--- src/rtl/div_pkg.sv ---
// Shared types and helpers for the sequential restoring divider.
package div_pkg;

    typedef enum logic [1:0] {
        IDLE = 2'd0,
        RUN  = 2'd1,
        DONE = 2'd2
    } state_t;

    localparam int DEF_DIVIDEND_W = 8;
    localparam int DEF_DIVISOR_W  = 4;

    // Bits needed to hold the iteration count DIVIDEND_W down to 1.
    function automatic int cnt_w(input int dividend_w);
        return $clog2(dividend_w + 1);
    endfunction

endpackage

--- src/rtl/div_step.sv ---
// One restoring-division step: shift the next dividend bit into the partial
// remainder, trial-subtract the divisor, keep the difference if it fits.
// The remainder is carried in DIVISOR_W bits: T-D < D and T < D both fit,
// so the extra bit of T only matters for the compare.
module div_step #(
    parameter int DIVISOR_W = 4
) (
    input  logic [DIVISOR_W-1:0] i_r,
    input  logic                 i_bit,
    input  logic [DIVISOR_W:0]   i_d,
    output logic [DIVISOR_W-1:0] o_r,
    output logic                 o_qbit
);

    logic [DIVISOR_W:0] w_t;

    assign w_t = {i_r, i_bit};

    // Trial subtract and restore select.
    always_comb begin
        o_qbit = (w_t >= i_d);
        o_r    = o_qbit ? DIVISOR_W'(w_t - i_d) : w_t[DIVISOR_W-1:0];
    end

endmodule

--- src/rtl/seq_divider.sv ---
// Sequential restoring divider, one quotient bit per clock.
// Optional macro DIV_ZERO_EN: a zero divisor skips iteration and reports
// div_zero with quotient all ones and remainder 0. Without it the algorithm
// runs normally on a zero divisor and o_div_zero stays 0.
module seq_divider
    import div_pkg::*;
#(
    parameter int DIVIDEND_W = DEF_DIVIDEND_W,
    parameter int DIVISOR_W  = DEF_DIVISOR_W
) (
    input  logic                  i_sys_clk,
    input  logic                  i_sys_rst,
    input  logic                  i_start,
    input  logic [DIVIDEND_W-1:0] i_dividend,
    input  logic [DIVISOR_W-1:0]  i_divisor,
    output logic                  o_busy,
    output logic                  o_done,
    output logic [DIVIDEND_W-1:0] o_quotient,
    output logic [DIVISOR_W-1:0]  o_remainder,
    output logic                  o_div_zero
);

    localparam int               CNT_W    = cnt_w(DIVIDEND_W);
    localparam logic [CNT_W-1:0] CNT_INIT = CNT_W'(DIVIDEND_W);
    localparam logic [CNT_W-1:0] CNT_ONE  = CNT_W'(1);

    state_t                r_state;
    logic [DIVISOR_W-1:0]  r_d;
    logic [DIVISOR_W-1:0]  r_r;
    logic [DIVIDEND_W-1:0] r_q;
    logic [CNT_W-1:0]      r_cnt;
    logic                  r_busy;
    logic                  r_done;
    logic [DIVIDEND_W-1:0] r_quotient;
    logic [DIVISOR_W-1:0]  r_remainder;
    logic                  r_div_zero;

    logic [DIVISOR_W-1:0]  w_r_next;
    logic                  w_qbit;
    logic [DIVIDEND_W-1:0] w_q_next;
    logic                  w_zero_skip;

    div_step #(
        .DIVISOR_W(DIVISOR_W)
    ) u_step (
        .i_r   (r_r),
        .i_bit (r_q[DIVIDEND_W-1]),
        .i_d   ({1'b0, r_d}),
        .o_r   (w_r_next),
        .o_qbit(w_qbit)
    );

    assign w_q_next = {r_q[DIVIDEND_W-2:0], w_qbit};

`ifdef DIV_ZERO_EN
    assign w_zero_skip = (i_divisor == '0);
`else
    assign w_zero_skip = 1'b0;
`endif

    // Controller: accept in IDLE/DONE, iterate in RUN, publish results on entry to DONE.
    always_ff @(posedge i_sys_clk) begin
        if (i_sys_rst) begin
            r_state     <= IDLE;
            r_d         <= '0;
            r_r         <= '0;
            r_q         <= '0;
            r_cnt       <= '0;
            r_busy      <= 1'b0;
            r_done      <= 1'b0;
            r_quotient  <= '0;
            r_remainder <= '0;
            r_div_zero  <= 1'b0;
        end else begin
            r_done <= 1'b0;
            case (r_state)
                RUN: begin
                    r_r   <= w_r_next;
                    r_q   <= w_q_next;
                    r_cnt <= r_cnt - CNT_ONE;
                    if (r_cnt == CNT_ONE) begin
                        r_state     <= DONE;
                        r_busy      <= 1'b0;
                        r_done      <= 1'b1;
                        r_quotient  <= w_q_next;
                        r_remainder <= w_r_next;
                    end
                end
                default: begin
                    r_state <= IDLE;
                    if (i_start) begin
                        r_div_zero <= w_zero_skip;
                        if (w_zero_skip) begin
                            r_state     <= DONE;
                            r_done      <= 1'b1;
                            r_quotient  <= '1;
                            r_remainder <= '0;
                        end else begin
                            r_state <= RUN;
                            r_busy  <= 1'b1;
                            r_d     <= i_divisor;
                            r_q     <= i_dividend;
                            r_r     <= '0;
                            r_cnt   <= CNT_INIT;
                        end
                    end
                end
            endcase
        end
    end

    assign o_busy      = r_busy;
    assign o_done      = r_done;
    assign o_quotient  = r_quotient;
    assign o_remainder = r_remainder;
    assign o_div_zero  = r_div_zero;

endmodule

--- config.mk ---
export PLATFORM = sky130hd
export DESIGN_NAME = seq_divider
export DESIGN_NICKNAME = d
export VERILOG_FILES = /design/src/rtl/div_pkg.sv /design/src/rtl/div_step.sv /design/src/rtl/seq_divider.sv
export SDC_FILE = /design/constraint.sdc
export NUM_CORES = 1
export LEC_CHECK = 0
export BUFFER_PORTS_ARGS = -buffer_cell sky130_fd_sc_hd__buf_2
export CORE_UTILIZATION = 50
export DETAILED_ROUTE_END_ITERATION = 10
export PLACE_DENSITY = 0.73
export SYNTH_ARGS = -nofsm -noshare
export SYNTH_HDL_FRONTEND = slang
export SYNTH_SLANG_ARGS = --single-unit
--- constraint.sdc ---
create_clock -name i_sys_clk -period 2.3 [get_ports i_sys_clk]
set_input_delay 0.23 -clock i_sys_clk [delete_from_list [all_inputs] [get_ports i_sys_clk]]
set_output_delay 0.23 -clock i_sys_clk [all_outputs]
set_load 0.01 [all_outputs]
# ---- Word level (Yosys, flattened, before mapping)
# Cells that the tools add are included.
dict set report op_classes {
  add_sub_neg 2
  n_mul 0
  div 0
  n_lt_le_gt_ge 1
  eq_ne 3
  shifts 0
  muxes 14
  n_bitwise 1
  reduce_logical 5
}
# operator count
set op_table {}
lappend op_table {{4-bit two-way mux} 5}
lappend op_table {{8-bit two-way mux} 2}
lappend op_table {{2-bit AND reduction} 3}
lappend op_table {{5-bit by 4-bit greater-or-equal comparator with 1-bit output} 1}
lappend op_table {{1-bit two-way mux} 5}
lappend op_table {{4-bit by 1-bit equality test with 1-bit output (second input constant)} 1}
lappend op_table {{2-bit two-way mux} 2}
lappend op_table {{4-bit by 1-bit subtractor with 4-bit output (second input constant)} 1}
lappend op_table {{4-bit subtractor} 1}
lappend op_table {{2-bit by 1-bit equality test with 1-bit output (second input constant)} 1}
lappend op_table {{2-bit inequality test (second input constant)} 1}
lappend op_table {{2-bit nonzero test} 1}
lappend op_table {{2-bit OR reduction} 1}
lappend op_table {{1-bit NOT} 1}
dict set report word_totals {
  reg_bits 36
  latch_bits 0
  mem_bits_rw 0
  romBits 0
  in_bits 15
  memories 0
}

# ---- Longest topological paths before layout
# Gate-level depths: netlist of the first run.
dict set report depth {
  ltp_word 3
  mapped_depth 7
  mapped_depth_nobuf 6
}

# ---- Hierarchy
# From an unflattened synthesis of the first run, not the netlist that was laid out.
dict set report hier_totals {
  hier_cells 168
  area_unflattened_um2 1649.1
}
# module instances cells_per_inst area_each_um2 seq_area_each_um2
set modules_own_cells {}
lappend modules_own_cells {seq_divider 1 137 1385.1 720.7}
lappend modules_own_cells {div_step 1 31 264.0 0.0}

# ---- Worst setup path after synthesis of the first run
# OpenSTA, ideal clock, no wires.
dict set report synth_path {
  kind {reg-to-reg}
  from {reg r_d[1]}
  to {reg r_remainder[2] (netlist: o_remainder[2])}
  setup_ns 0.117
  arrival_ns 1.702
  required_time_ns 2.183
  setup_slack_ns 0.481
  stages_incl_launch_ff 7
  path_cell_list {dfxtp_1 > inv_1 > ha_1 > nor2b_4 > o311a_4 > or3_1 > a32o_1}
}
dict set report synth_between {
  elab_chain_len 2
  word_cells_on_any_way 3
}
# element line
set synth_lines {}
lappend synth_lines {{start: declaration} seq_divider.sv:28} ;# logic [DIVISOR_W-1:0] r_d;
lappend synth_lines {{start signal: assignment} seq_divider.sv:101} ;# r_d <= i_divisor;
lappend synth_lines {{4-bit subtractor or 5-bit by 4-bit greater-or-equal comparator with 1-bit output (tied branches)} {div_step.sv:22, div_step.sv:21}}
lappend synth_lines {{4-bit two-way mux *} div_step.sv:22} ;# o_r = o_qbit ? DIVISOR_W'(w_t - i_d) : w_t[DIVISOR_W-1:0];
lappend synth_lines {{end signal: assignment} seq_divider.sv:86} ;# r_remainder <= w_r_next;
lappend synth_lines {{end: declaration} seq_divider.sv:35} ;# logic [DIVISOR_W-1:0] r_remainder;
# Every way passes the cells marked *; elsewhere a longest branch is shown, timed or not.
# A chain may end at the register's enable or synchronous reset.

# ---- Worst setup path in the final report of the first run
# Ends and elaborated chain as after synthesis.

==> metrics.txt, run 1 <==
clk sinks 36; Post-DP Area 1753 um2; Internal Power 1.089 mW; # port buffers 28; Syn-to-layout area delta 16.67%; gr ovfl total 0; initial antenna violation count 0; CTS tree done; I/O Pins 30; hold buffers post-CTS 0; Peak Freq 0.5197 GHz; first-pass GRT wire length about 5500 um; root buf cell clkbuf_4; clock buffer depth 2; Filler cells around 260; worst skew pair latency approximately 0.33 ns; vias per cell 5.539; cell with the most instances after synthesis dfxtp_1; Pwr Density roughly 810 nW/um2; share of layout cells above drive strength 1 23.35%; Setup TNS 0 ns; most frequent cells after synthesis 36 x dfxtp_1, 16 x nor2_1, 12 x nand2_1, 10 x inv_1; Die X between 50 and 60 um; Async SR Flop Fraction 0%; vias in the first global route 1,293; hold violation total from the final report 0; Mapped Nets 190; critical-path cell list inv_1 > ha_1 > nor2b_4 > o311a_4 > or3_1 > a32o_1; area of the multi-input gates 777.0 um2; Cell Rows 20; Crit. End Element flip-flop; Synth Flop Type dfxtp_1; full die area 3397 um2; Min-Delay Path Class input pin to flip-flop; Worst path max stage delay 0.39 ns; post-route cell area around 1800 um2; WS Path Type flip-flop to flip-flop; fin nets 218; ranking of synthesized cells by area dfxtp_1 45%, mux2i_1 5.1%, ha_1 4.7%; max-cap viol count 0; Synth warnings 0; Slew Limit Fails 0; worst path arrival time 2.16 ns; Mapped Cells 168; DR vias 1,335; Yosys top cell area share 45.50%; Netlist cell types 37; crit path time final 1.924 ns; Critical Path Start Type flip-flop; DRT iter0 DRCs 58; Avg Cell Area, Syn 9.429 um2; DRT Pass-1 Iters 4; Comb power frac 21.0%; Max-slew headroom 56.18%; RSZ-0062 raised after global routing false; cts repair resizes 0; sequential element share of the synthesized area 45.50%; cts bufs inserted 5; maximum VDD drop 385.7 uV; core area 3028 um2; # diodes 0; Tightest Pin Transition ~0.66 ns; Max FO, Critical Path 6; Sw Pwr 0.4170 mW; flops & latches, synth 36; leakage 0.8163 nW; post-CTS setup buffers 0; H-tree depth 2; Starting Density 52.31%; WP data required ~2.5 ns; final setup fails 0; sequential power share 46.2%; routed len/inst 13.10 um; cell area after synthesis 1584 um2; fin crit share a little over four fifths; dpl hpwl approximately 2300 um; clock skew between 0.003 and 0.004 ns; switch share 27.69%; routability congestion estimate ~0.91; largest net degree at the start of global routing 21; slowest cell on the critical path dfxtp_1; Die Ht 58.29 um; total track usage a little over a fifth; Post-synth EDFFs 0; Antenna Nets Post-Route 0; Synth area leader dfxtp_1; storage element area 720.7 um2; clock share of power 32.8%; status completed; WL final roughly 3200 um; clock transition at the registers of the reported paths 0.10 ns; drt drc 0
-- flip-flops by register name (all words and copies together) (netlist names) --
signal       cells
r_r              4
o_quotient       8
r_d              4
o_busy           1
r_state          2
r_q              8
r_cnt            4
o_done           1
o_remainder      4
-- path summary, 6_finish.rpt --
path                                     start              to  slack (ns)  cells past startpoint
worst max-delay path                    r_d[1]  o_remainder[2]        0.38                      6
worst min-delay path              i_divisor[0]          r_d[0]        0.13                      3
worst max register to register          r_d[1]  o_remainder[2]        0.38                      6
worst min register to register  o_remainder[3]  o_remainder[3]        0.46                      2
-- power by group through the flow --
stage                     Sequential (mW)  Combinational, mW  Clock [mW]
after floorplan                     0.705              0.242           0
after global placement              0.707              0.298           0
after detailed placement            0.710              0.309           0
after CTS                           0.696              0.312       0.505
after global routing                0.703              0.350       0.531
final                               0.696              0.316       0.493
-- layout by cell type, fill, tap and decap left out, types with 4 or more instances in the layout --
cell type / instances
nor2_1: 16
buf_2: 28
a211oi_1: 8
inv_1: 10
a32o_1: 5
and2_1: 4
nand3_1: 6
ha_1: 6
nand2_1: 12
mux2i_1: 8
clkbuf_4: 5
a22o_1: 7
dfxtp_1: 36
o21ai_0: 6
nor3_1: 4
a21oi_1: 8
-- logic make-up after synthesis --
| group | synth area share, % |
|---|---|
| and+or+nand+nor | 17.06 |
| AOI/OAI and AO/OA | 20.14 |
| DFF | 45.50 |
| buffers and inverters | 5.451 |
| muxes | 5.055 |
| adders and majority gates | 6.003 |
| other | 0.2367 |
| xor gates and xnor gates | 0.5530 |
-- cell type report --
type / count / area share [%]
multi-input cells: 112 / 42.04
flip-flops and latches: 36 / 39.00
repair buffers: 31 / 8.802
clock buffers: 7 / 3.521
well taps: 44 / 2.979
inverters: 10 / 2.031
clock inverters: 1 / 1.625
-- metrics by stage --
step	instances	hold slack [ns]	utilization [%]	power [mW]	setup slack (ns)
finish	241	0.1349	61.03	1.506	0.3758
global route	241	0.1341	61.03	1.584	0.2756
CTS	241	0.1320	61.03	1.513	0.3785
detailed placement	233	0.4402	57.89	1.020	0.3944
global placement	233	0.4338	57.89	1.005	0.4425
floorplan	168	0.3775	-	0.9471	0.4809
-- per-layer routing --
metal | GRT usage (%) | wire [um] | share of wire [%] | up-vias
li1 | - | - | - | 656
met2 | 36.12 | 1555 | 49 | 32
met5 | 0 | 0 | 0 | -
met3 | 4.688 | 106 | 3.4 | 9
met1 | 24.82 | 1438 | 46 | 638
met4 | 9.184 | 57 | 1.8 | 0
-- critical path: cells and delay by family, from the launching register on --
family	cells	cell delay (ns)
AND/OR/NAND/NOR	2	0.48
adder cells (fa/ha/maj)	1	0.31
AO/OA/AOI/OAI	2	0.58
flip-flops	1	0.39
buffers and inverters	1	0.07
(Power assumes the default switching activity.)
==> run 2, diff against run 1 <==
Settings changed: CORE_UTILIZATION 50 to 48.
Clock period 2.3 ns to 1.6 ns, I/O delays scaled along.
==> run 2 against run 1 <==
Net effect:
- the run now ends with negative setup slack left
- routed wire length up 14%
- combinational power up 92%
- register-to-register slack worse by 0.47 ns
- first-iteration DRC count is 17% lower
- fmax increased by 14%
- core utilization grew 3.2 points
- critical path depth stayed put
- sequential share of layout area down 2.6 points
- critical path type unchanged
==> metrics.txt, run 2 (synthesis gave the netlist of run 1 again) <==
# diodes 0; Peak Freq 0.5905 GHz; Internal Power approximately 1.5 mW; WS Path Type flip-flop to flip-flop; clock transition at the registers of the reported paths 0.10 ns; share of layout cells above drive strength 1 34.27%; clock skew 0.007395 ns; WP data required 1.85 ns; dpl hpwl 2646 um; Comb power frac around 28%; worst path arrival time a little under 2 ns; fin crit share 105.8%; DRT iter0 DRCs 48; Crit. End Element flip-flop; switch share 29.98%; vias in the first global route 1,370; Cell Rows 20; hold violation total from the final report 0; clock buffer depth 2; CTS tree done; post-route cell area 1992 um2; Sw Pwr 0.6432 mW; clock share of power 25.0%; cts bufs inserted 5; I/O Pins 30; full die area 3534 um2; post-CTS setup buffers 0; sequential power share 46.7%; H-tree depth 2; initial antenna violation count 0; Pwr Density between 1000 and 1500 nW/um2; total power 2.145 mW; Antenna Nets Post-Route 0; fin nets between 200 and 250; final worst slack -0.09336 ns; final setup fails 6; violated checks negative setup slack; status complete, but fails checks; Critical Path Start Type flip-flop; routed len/inst 13.95 um; drt drc 0; Syn-to-layout area delta 25.75%; root buf cell clkbuf_4; clk sinks 36; worst skew pair latency 0.34 ns; Placed Cells 250; maximum VDD drop 651.5 uV; Post-DP Area approximately 1900 um2; RSZ-0062 raised after global routing true; crit path time final 1.693 ns; Slew Limit Fails 0; Max FO, Critical Path 3; first-pass GRT wire length 6037 um; max-cap viol count 0; gr ovfl total 0; core area 3103 um2; largest net degree at the start of global routing 21; Die Ht between 50 and 60 um; # port buffers 28; WL final around 3600 um; total track usage 23.53%; routability congestion estimate around 0.92; Starting Density between 50% and 60%; leakage a little under 0.9 nW; DR vias approximately 1,400; commonest non-fill, non-tap cell in the layout dfxtp_1; commonest cells after routing, fill and taps aside 32 x dfxtp_1, 28 x buf_2, 20 x buf_4, 16 x nor2_1, 12 x nand2_1; Die X 59.45 um; DRT Pass-1 Iters 4; vias per cell approximately 5.3; Min-Delay Path Class input pin to flip-flop; final non-filler cell total 257
## run 2: cell types whose count changed in the layout (fill, tap and decap cells not counted), moves of 2 or more
cell,delta
dfxtp_1,-4
o21ai_0,-3
ha_4,+2
o21ai_1,+3
dfxtp_2,+4
buf_4,+17
ha_1,-3
## run 2: power groups by stage
stage          clock network (mW)  registers [mW]  logic (mW)
2_1_floorplan                   0            1.01       0.348
3_3_place_gp                    0            1.01       0.527
3_5_place_dp                    0            1.02       0.552
4_1_cts                     0.555            1.00       0.594
5_1_grt                     0.590            1.01       0.663
6_report                    0.537            1.00       0.606
## run 2: routing by layer
layer  track usage [%]  vias up  share of wire, %
met5                 0        -                 0
met4             7.143        0               1.1
li1                  -      687                 -
met1             27.10      637                45
met3             7.642        3               4.8
met2             41.09       35                50
## run 2: critical path, stage by stage, from the launching register on
cell	delay [ns]
dfxtp_2	0.35
inv_2	0.04
ha_4	0.21
nor2b_4	0.13
o311a_4	0.31
or3_4	0.33
a32o_1	0.22
## run 2: metrics by stage
| step | hold WS [ns] | TNS [ns] | worst slack [ns] | util, % |
|---|---|---|---|---|
| after floorplan | 0.3000 | -0.3689 | -0.1844 | - |
| after global placement | 0.4172 | -0.5999 | -0.1576 | 60.65 |
| after CTS | 0.04797 | -0.3407 | -0.09905 | 63.87 |
| after global routing | 0.04292 | -1.010 | -0.1436 | 64.19 |
| final | 0.05722 | -0.3396 | -0.09336 | 64.19 |
| after detailed placement | 0.4229 | -1.009 | -0.2090 | 60.65 |
## run 2: repair_timing
item                                    in CTS  in global routing
hold buffers                                 0                  0
gates cloned                                 0                  0
endpoints found under the setup margin       9                 19
resized for setup                            9                  4
pin swaps                                    5                  1
## run 2: final timing paths
| check | startpoint | endpoint | slack (ns) | depth (start not counted) |
|---|---|---|---|---|
| min | i_divisor[2] | r_d[2] | 0.06 | 3 |
| max | r_d[1] | o_remainder[2] | -0.09 | 6 |
| min reg2reg | o_busy | o_busy | 0.45 | 2 |
| max reg2reg | r_d[1] | o_remainder[2] | -0.09 | 6 |
## run 2: cell type report
| class | instances | area (um2) |
|---|---|---|
| Sequential cell | 36 | 725.7 |
| Fill cell | 292 | 1111 |
| Timing Repair Buffer | 48 | 290.3 |
| Multi-Input combinational cell | 112 | 818.3 |
| Tap cell | 44 | 55.05 |
| Inverter | 10 | 37.54 |
| Clock buffer | 7 | 65.06 |
==> run 3, diff against run 2 <==
Settings changed: PLACE_DENSITY 0.73 to 0.72, SLEW_MARGIN from default to 20.
==> run 3 against run 2 <==
Net effect:
- via count grew 2.0%
- largest power group unchanged
- fmax grew 0.50%
- critical endpoint is now r_r[2]
- cell count grew 0.39%
- die area is the same
- non-clock buffer count grew 1
- the flow still finishes with violations (negative setup slack)
==> metrics.txt, run 3 (synthesis gave the netlist of run 1 again) <==
routed len/inst 14.51 um; crit path time final 1.685 ns; commonest cells after routing, fill and taps aside 30 x dfxtp_1, 28 x buf_2, 20 x buf_4, 16 x nor2_1, 12 x nand2_1; Die X 59.45 um; worst skew pair latency between 0.3 and 0.4 ns; final setup fails 3; vias in the first global route roughly 1,400; critical path depth in cells 6; fin nets 236; # diodes 0; Cell Rows 20; root buf cell clkbuf_4; share of layout cells above drive strength 1 between 30% and 40%; Max FO, Critical Path 3; clock transition at the registers of the reported paths 0.10 ns; Die Ht 59.45 um; Peak Freq ~0.6 GHz; WL final ~3700 um; first-pass GRT wire length 6306 um; cts bufs inserted 5; Tightest Pin Transition 0.5616 ns; I/O Pins 30; gr ovfl total 0; Critical Path Start Type flip-flop; total power 2.220 mW; full die area 3534 um2; WS Path Type flip-flop to flip-flop; vias per cell 5.384; WP data required around 1.8 ns; leakage 0.9024 nW; max-cap viol count 0; worst path arrival time 1.92 ns; slowest cell on the critical path dfxtp_2; hold depth 3; Max-slew headroom 62.27%; final worst slack -0.08496 ns; CP Buf/Inv Count 1; Post-DP Area about 1900 um2; R2R cell count 6; DR vias 1,389; violated checks negative setup slack; hold violation total from the final report 0; post-route cell area approximately 2000 um2; # port buffers 28; critical-path cell list inv_2 > ha_4 > nor2b_4 > o311a_4 > or3_4 > a32o_1; Placed Cells around 250; Worst path max stage delay 0.35 ns; CTS tree done; initial antenna violation count 0; total track usage 24.68%; fin crit share 105.3%; Pwr Density 1088 nW/um2; Syn-to-layout area delta 28.83%; status complete, but fails checks; commonest non-fill, non-tap cell in the layout dfxtp_1; drt drc 0; clock buffer depth 2; RSZ-0062 raised after global routing true; pre-CTS setup slack -0.2149 ns; Min Hold Slack 0.05483 ns; routability congestion estimate about 0.92; final non-filler cell total 258; Slew Limit Fails 0; clk sinks 36; dpl hpwl 2639 um; maximum VDD drop 479.3 uV; core area 3103 um2; Starting Density between 50% and 60%; fin util approximately two thirds; H-tree depth 2; DRT Pass-1 Iters 4; Crit. End Element flip-flop; Setup TNS -0.1656 ns; largest net degree at the start of global routing 18; Antenna Nets Post-Route 0; Min-Delay Path Class input pin to flip-flop; clock skew approximately 0.013 ns; Crit path max-delay family compound AO/OA/AOI/OAI gates; DRT iter0 DRCs 74
[run 3: cell types whose count changed in the layout (fill, tap and decap cells not counted), moves of 2 or more]
cell / change
o21ai_2: +2
dfxtp_1: -2
o21ai_1: -2
dfxtp_2: +2
[run 3: worst min-delay path, cell delays in order]
cell and delay [ns]:
buf_2 0.09, nand3_1 0.06, a21oi_1 0.05
[run 3: per-layer routing]
layer	vias to the layer above	routed length, um	track usage [%]
met5	-	0	0
met4	0	55	9.864
met3	7	176	6.769
met2	42	1901	42.22
met1	647	1610	29.04
li1	693	-	-
[run 3: cell type report]
class / count / area [um2]
sequential: 36 / 728.2
tap: 44 / 55.05
inverter: 10 / 37.54
multi-input combinational: 112 / 853.3
timing repair buffer: 49 / 301.5
fill: 257 / 1062
clock buffer: 7 / 65.06
[run 3: path summary, 6_finish.rpt]
check | startpoint | to | slack, ns
setup / recovery | r_d[1] | r_r[2] | -0.08
hold / removal | i_divisor[1] | r_d[1] | 0.05
setup reg to reg | r_d[1] | r_r[2] | -0.08
hold reg to reg | o_busy | o_busy | 0.46
[run 3: power breakdown]
part	internal [mW]	switching, mW	leakage [nW]
Clock	0.249	0.293	0.0374
Sequential	0.960	0.0493	0.297
Combinational	0.327	0.342	0.568
Total	1.54	0.685	0.902
[run 3: repair_timing]
action                                  4_1_cts  5_1_grt
pin swaps                                     5        1
hold buffers                                  0        0
gates resized for setup                      12       11
buffers inserted                              2        0
endpoints found under the setup margin       10       16
